$ cat src/rtl/adc_poll_ctrl.sv
// APB read master that polls the ADC slave at a programmed interval and
// queues the 14-bit conversion code (PRDATA[31:18]) in a small sample FIFO.
//
// state    | meaning
// ---------+-----------------------------------------------------------
// S_IDLE   | bus quiet, waiting for enable
// S_SETUP  | APB setup phase (PSEL=1, PENABLE=0), one cycle
// S_ACCESS | APB access phase, waiting for PREADY or timeout
// S_WAIT   | bus quiet, interval down-counter running
module adc_poll_ctrl #(
  parameter int DEPTH   = 4,
  parameter int IW      = 16,
  parameter int TIMEOUT = 16
) (
  input  logic          PCLK,
  input  logic          PRESET,
  input  logic          enable,
  input  logic [IW-1:0] interval,
  input  logic          clr_err,
  output logic          PSEL,
  output logic          PENABLE,
  output logic          PWRITE,
  input  logic          PREADY,
  input  logic [31:0]   PRDATA,
  input  logic          PSLVERR,
  output logic          smp_valid,
  output logic [13:0]   smp_data,
  output logic          smp_fs,
  input  logic          smp_pop,
  output logic          to_err,
  output logic          slv_err,
  output logic          ovf_err
);

  localparam int AW = $clog2(DEPTH);
  localparam int TW = $clog2(TIMEOUT);
  localparam logic [TW-1:0] WAIT_LAST = TW'(TIMEOUT - 1);
  localparam logic [AW:0]   FULL_CNT  = (AW + 1)'(DEPTH);

  typedef enum logic [1:0] {S_IDLE, S_SETUP, S_ACCESS, S_WAIT} state_t;

  state_t          state, state_nxt;
  logic [TW-1:0]   wcnt;
  logic [IW-1:0]   icnt;
  logic            done, abort;
  logic            push, do_push, do_pop, full;

  logic [13:0]     mem [DEPTH];
  logic [AW-1:0]   wr_ptr, rd_ptr;
  logic [AW:0]     count;

  // Low data bits carry no conversion information.
  logic            unused_prdata;
  assign unused_prdata = ^PRDATA[17:0];

  always_comb begin
    state_nxt = state;
    done      = 1'b0;
    abort     = 1'b0;
    case (state)
      S_IDLE:   if (enable) state_nxt = S_SETUP;
      S_SETUP:  state_nxt = S_ACCESS;
      S_ACCESS: begin
        if (PREADY) begin
          done      = 1'b1;
          state_nxt = S_WAIT;
        end else if (wcnt == WAIT_LAST) begin
          abort     = 1'b1;
          state_nxt = S_WAIT;
        end
      end
      S_WAIT:   if (icnt == '0) state_nxt = enable ? S_SETUP : S_IDLE;
      default:  state_nxt = S_IDLE;
    endcase
  end

  always_ff @(posedge PCLK or negedge PRESET) begin
    if (!PRESET) begin
      state   <= S_IDLE;
      PSEL    <= 1'b0;
      PENABLE <= 1'b0;
      wcnt    <= '0;
      icnt    <= '0;
    end else begin
      state   <= state_nxt;
      PSEL    <= (state_nxt == S_SETUP) || (state_nxt == S_ACCESS);
      PENABLE <= (state_nxt == S_ACCESS);
      if (state == S_ACCESS && !PREADY && !abort) wcnt <= wcnt + TW'(1);
      else                                         wcnt <= '0;
      // Interval is captured only when entering WAIT.
      if (state != S_WAIT && state_nxt == S_WAIT) icnt <= interval;
      else if (state == S_WAIT && icnt != '0)     icnt <= icnt - IW'(1);
    end
  end

  assign PWRITE = 1'b0;

  assign full    = (count == FULL_CNT);
  assign push    = done && !PSLVERR;
  assign do_pop  = smp_pop && (count != '0);
  assign do_push = push && (!full || do_pop);

  always_ff @(posedge PCLK) begin
    if (do_push) mem[wr_ptr] <= PRDATA[31:18];
  end

  always_ff @(posedge PCLK or negedge PRESET) begin
    if (!PRESET) begin
      wr_ptr <= '0;
      rd_ptr <= '0;
      count  <= '0;
    end else begin
      if (do_push) wr_ptr <= wr_ptr + AW'(1);
      if (do_pop)  rd_ptr <= rd_ptr + AW'(1);
      case ({do_push, do_pop})
        2'b10:   count <= count + (AW + 1)'(1);
        2'b01:   count <= count - (AW + 1)'(1);
        default: count <= count;
      endcase
    end
  end

  // Sticky flags: a set on the same edge wins over clr_err.
  always_ff @(posedge PCLK or negedge PRESET) begin
    if (!PRESET) begin
      to_err  <= 1'b0;
      slv_err <= 1'b0;
      ovf_err <= 1'b0;
    end else begin
      to_err  <= abort | (to_err & ~clr_err);
      slv_err <= (done & PSLVERR) | (slv_err & ~clr_err);
      ovf_err <= (push & full & ~do_pop) | (ovf_err & ~clr_err);
    end
  end

  assign smp_valid = (count != '0);
  assign smp_data  = smp_valid ? mem[rd_ptr] : '0;
  assign smp_fs    = smp_valid && (smp_data == 14'h3FFF);

endmodule

$ cat config.mk
export PLATFORM = sky130hd
export DESIGN_NAME = adc_poll_ctrl
export DESIGN_NICKNAME = d
export VERILOG_FILES = /design/src/rtl/adc_poll_ctrl.sv
export SDC_FILE = /design/constraint.sdc
export NUM_CORES = 1
export LEC_CHECK = 0
export ABC_AREA = 1
export CORE_ASPECT_RATIO = 0.8
export CORE_UTILIZATION = 48
export DETAILED_ROUTE_END_ITERATION = 12
export GPL_TIMING_DRIVEN = 0
export PLACE_DENSITY = 0.73
export SLEW_MARGIN = 20
export SYNTH_ARGS = -nofsm -noshare
export SYNTH_HDL_FRONTEND = slang
export SYNTH_SLANG_ARGS = --single-unit
$ cat constraint.sdc
create_clock -name PCLK -period 2.2 [get_ports PCLK]
set_clock_uncertainty 0.05 [all_clocks]
set_input_delay 0.22 -clock PCLK [delete_from_list [all_inputs] [get_ports PCLK]]
set_output_delay 0.22 -clock PCLK [all_outputs]
set_load 0.05 [all_outputs]
Word level (Yosys, flattened, before mapping)
Memory sizes are Yosys's and may differ from the RTL's.
Cells that the tools add are included.
Storage, ports and cells
  bits in latches: 0
  bits in writable memories: 56
  input bits: 55
  register bits: 34
  output and inout bits: 22
  memories: 1
  logic and storage cells: 79
  memory bits (read-only): 0
Operators by class
  eq/ne operators: 12
  $lt $le $gt $ge: 0
  add/sub/neg operators: 6
  shift-type cells: 0
  reduce and logical (&&, ||, !) cells: 20
  bitwise gates (word level): 11
  $mul: 0
  multiplexer cells: 18
  div/mod/pow operators: 0
Memories
  mem: words 4, bits a word 14, rd ports 1, clocked after memory_dff 0, wr ports 1, line 48  | logic [13:0] mem [DEPTH];
Operator list (count)
  $mux W16: 2
  $logic_not A16 Y1: 1
  $reduce_bool A16 Y1: 1
  $sub A16 B1 Y16 const B: 1
  $eq A14 B14 Y1 const B: 1
  $mux W14: 1
  $eq A2 B2 Y1 const B: 5
  $logic_and A1 B1 Y1: 8
  $mux W1: 8
  $mux W2: 4
  $pmux W2 S4: 1
  $and A1 B1 Y1: 6
  $eq A2 B1 Y1 const B: 3
  $pmux W3 S2: 1
  $add A2 B1 Y2 const B: 2
  $add A4 B1 Y4 const B: 1
  $eq A4 B4 Y1 const B: 1
  $logic_not A1 Y1: 4
  $mux W4: 1
  $reduce_bool A2 Y1: 2
  $add A3 B1 Y3 const B: 1
  $eq A3 B3 Y1 const B: 1
  $or A1 B1 Y1: 3
  $reduce_bool A3 Y1: 1
  5 further kinds: 7

Depth between registers and ports, before layout
  depth after elaboration: 7
  depth in mapped cells: 15
  mapped depth without buffers: 14

Worst setup path after synthesis
No wires, ideal clock.
  path kind: reg-to-output
  start point: register count[0]
  end point: output port smp_data[10]
  stages on the path, launching flop included: 6
  arrival: 1.947 ns
  path buffers: 1
  slack: -0.017 ns
  required time: 1.930 ns
  cell sequence: dfrtp_1 > nor2_1 > nand2_1 > inv_1 > clkbuf_1 > a21oi_1
Between the ends
  longest elaborated chain between the ends: 2
Ends and longest elaborated chain
  start, declared: line 50  | logic [AW:0] count;
  start signal, assigned: line 116  | 2'b10: count <= count + (AW + 1)'(1);
  start signal, assigned: line 117  | 2'b01: count <= count - (AW + 1)'(1);
  start signal, assigned: line 118  | default: count <= count;
  $reduce_bool A3 Y1: line 136  | assign smp_valid = (count != '0);
  via smp_valid: line 26  | output logic smp_valid,
  $mux W14: line 137  | assign smp_data = smp_valid ? mem[rd_ptr] : '0;
  end, declared: line 27  | output logic [13:0] smp_data,
The timed path passes the listed nets, and every way through them passes these cells.

Worst setup path after layout
  start point: register state[0]
  end point: memory mem[1][0] (enable)
Between the ends
  longest elaborated chain between the ends: 6
Ends and longest elaborated chain
  start, declared: line 42  | state_t state, state_nxt;
  start signal, assigned: line 85  | state <= state_nxt;
  $eq A2 B2 Y1: line 60  | case (state)
  $mux W1: line 60
  $logic_and A1 B1 Y1: line 99  | assign push = done && !PSLVERR;
  $logic_and A1 B1 Y1: line 101  | assign do_push = push && (!full || do_pop);
  $mux W1: line 104  | if (do_push) mem[wr_ptr] <= PRDATA[31:18];
  $mux W1 (not written as such): line 104
  end, declared: line 48
No other way between the ends.

==> flow_summary.ini <==
[die]
die-height_um = 88.4
start_util_pct = 49.6
die_x_um = 110
dieArea_um2 = 9720
core_region_area_um2 = 9040
io-pin-count = 77
fp-row-count = 31

[finish]
layout_common_cells = nand2_1, nor2_1, edfxtp_1
n_antenna_cell = 0
final_common_cell = nand2_1
syn_to_final_growth_pct = 27.2
drive_gt1_share_pct = 17.9
fin_nets = 630
fin_cells = 686

[pwr]
irDropWorstVdd_uv = 594
cellLeakagePower_nw = 2.43
cellPowerDensity_nw_per_um2 = 1540

[worst_setup_path]
r2r-end = mem[1][0]
endpoint_kind = flip-flop
regToRegStartpoint = state[0]
crit_path_max_fanout = 14
r2r_slack_ps = -6
crit_arrival_ps = 2110
r2r_cells = 5
critPathRequiredTime_ps = 2100
critPathLaunchType = flip-flop
critPathKind = reg2reg

[sta]
fin_ws_ps = -6.21
slew_violations = 0
holdWs_ps = 241
worst_pin_slew_ps = 833
min_period_over_period_pct = 100
hold_viol_final = 0
rsz0062_at_grt = true
final-setup-viol-count = 4
fmaxAchievable_mhz = 453
fin_crit_ps = 2210
slew_headroom_pct = 44.4

[clock_network]
clockRootBuffer = clkbuf_16
clk_path_buf_depth = 2
htreeDepth = 3
clkLatencyLatePin_ps = 330
clock-sinks = 90
clk_pin_slew_ps = 70
cts_tree = built
cts-buffers-inserted = 9

[detailed_routing]
dr_wl_met3_um = 561
top_layer = met4
wirelength_um = 10000
wl_met1_um = 4640
drc = 0
wire_per_inst_um = 14.6
antenna_left = 0
wl_met2_um = 4760
dr_total_vias = 3524
first_pass_iters = 5
via_per_inst = 5.14
drt_iter0_markers = 278

[grt]
globalRouteOverflowTotal = 0
grt_max_degree = 26
grt_pass1_wl_um = 16100
grt_pass1_vias = 3391
antenna_found_initial = 0
grt_usage_pct = 22.0

[synth]
syn_avg_cell_area_um2 = 9.23
async_reset_ff_share_pct = 37.8
syn_nets = 549
synth_edf_count = 56
synth_cell_type_count = 37
synth-main-ff-cell = edfxtp_1
syn-cell-area_um2 = 4480
postSynthCellCount = 485
yosysWarnings = 0
synth_seq_area_share_pct = 56.6
ys_ff_latch = 90

[status]
violations = negative setup slack
status = finished, violations left

[place]
placedCellCount = 659
gp_congestion = 0.852
io_buffers = 57
dp_hpwl_um = 6800

[worst_hold_path]
worstHoldPathType = in2async

[job]
max_cap_violations = 0
metal layers:
layer	track usage [%]	up-vias
met3	2.72	9
met1	31.7	1660
met4	7.15	0
met2	34.8	118
li1	-	1737
met5	0	-
state kept, by name (all words and copies together) (netlist names), 2 cells and up:
signal and flops:
wr_ptr 2, state 2, wcnt 4, icnt 16, count 3, mem 56, rd_ptr 2
power breakdown:
part	internal (mW)	switching [mW]
sequential	2.11	0.270
clock	1.00	0.629
combinational	1.65	3.12
total	4.76	4.01
per-stage QoR:
step	util (%)	worst slack [ps]	power (mW)	setup TNS, ps	area [um2]
global route	63.0	-164	9.38	-6070	5700
floorplan	-	-17.5	5.63	-157	4480
finish	63.0	-6.21	8.78	-8.08	5700
CTS	62.8	1.80	8.70	0	5670
detailed placement	57.9	-289	6.89	-11340	5230
global placement	57.5	-606	6.76	-33390	5190
cells in the mapped netlist, types with 4 or more instances:
| master | n | area share [%] |
|---|---|---|
| o21ai_2 | 4 | 0.78 |
| nor2_1 | 85 | 7.1 |
| nand3_1 | 21 | 2.3 |
| xor2_1 | 6 | 1.2 |
| edfxtp_1 | 56 | 38 |
| nand2_2 | 4 | 0.56 |
| o21ai_0 | 19 | 2.1 |
| o21ai_1 | 9 | 1.0 |
| nor2_2 | 7 | 0.98 |
| nand2_1 | 112 | 9.4 |
| inv_1 | 52 | 4.4 |
| buf_6 | 4 | 1.0 |
| buf_4 | 5 | 0.84 |
| o211ai_1 | 10 | 1.7 |
| ha_1 | 8 | 2.2 |
| dfrtp_1 | 34 | 19 |
| a21oi_1 | 17 | 1.9 |
| or2_2 | 4 | 0.56 |
area by class of cell:
type	instances	area (um2)
fillers	747	3340
flip-flops and latches	90	2530
multi-input cells	327	1690
repair buffers	70	662
clock buffers	10	229
inverters	54	210
well taps	115	144
plain buffers	14	136
clock inverters	6	91.3
worst max-delay path: stages, from the launching register on:
cell and delay (ps):
dfrtp_1 440, nor2_4 160, nand3_1 150, inv_1 100
nand2_1 210, nor2_2 710
cell families (layout without fill, tap and decap cells):
family	Yosys count	after routing	share of synthesized area, %
adders and majority gates	9	9	2.68
other	1	1	0.0837
xor gates and xnor gates	7	7	1.37
AOI/OAI and AO/OA	65	65	8.44
DFF	90	90	56.6
and+or+nand+nor	245	245	23.6
buffers and inverters	68	154	7.24
how the worst max path moves through the flow:
stage                     startpoint            to  slack, ps  cells after the start
after floorplan             count[0]  smp_data[10]        -20                      5
after global placement        PREADY     mem[2][7]       -610                      5
after detailed placement     icnt[0]       icnt[1]       -290                     14
after CTS                   state[0]     mem[1][0]          2                      5
after global routing        state[0]    mem[1][10]       -160                      5
final                       state[0]     mem[1][0]         -6                      5
repair_timing:
item / CTS / global route
endpoints found under the hold margin: 34 / 0
endpoints found under the setup margin: 49 / 68
buffers inserted: 5 / 3
pin swaps: 7 / 9
hold buffers: 1 / 0
resized for setup: 60 / 31
gates cloned: 1 / 1
(Power assumes the default switching activity.)
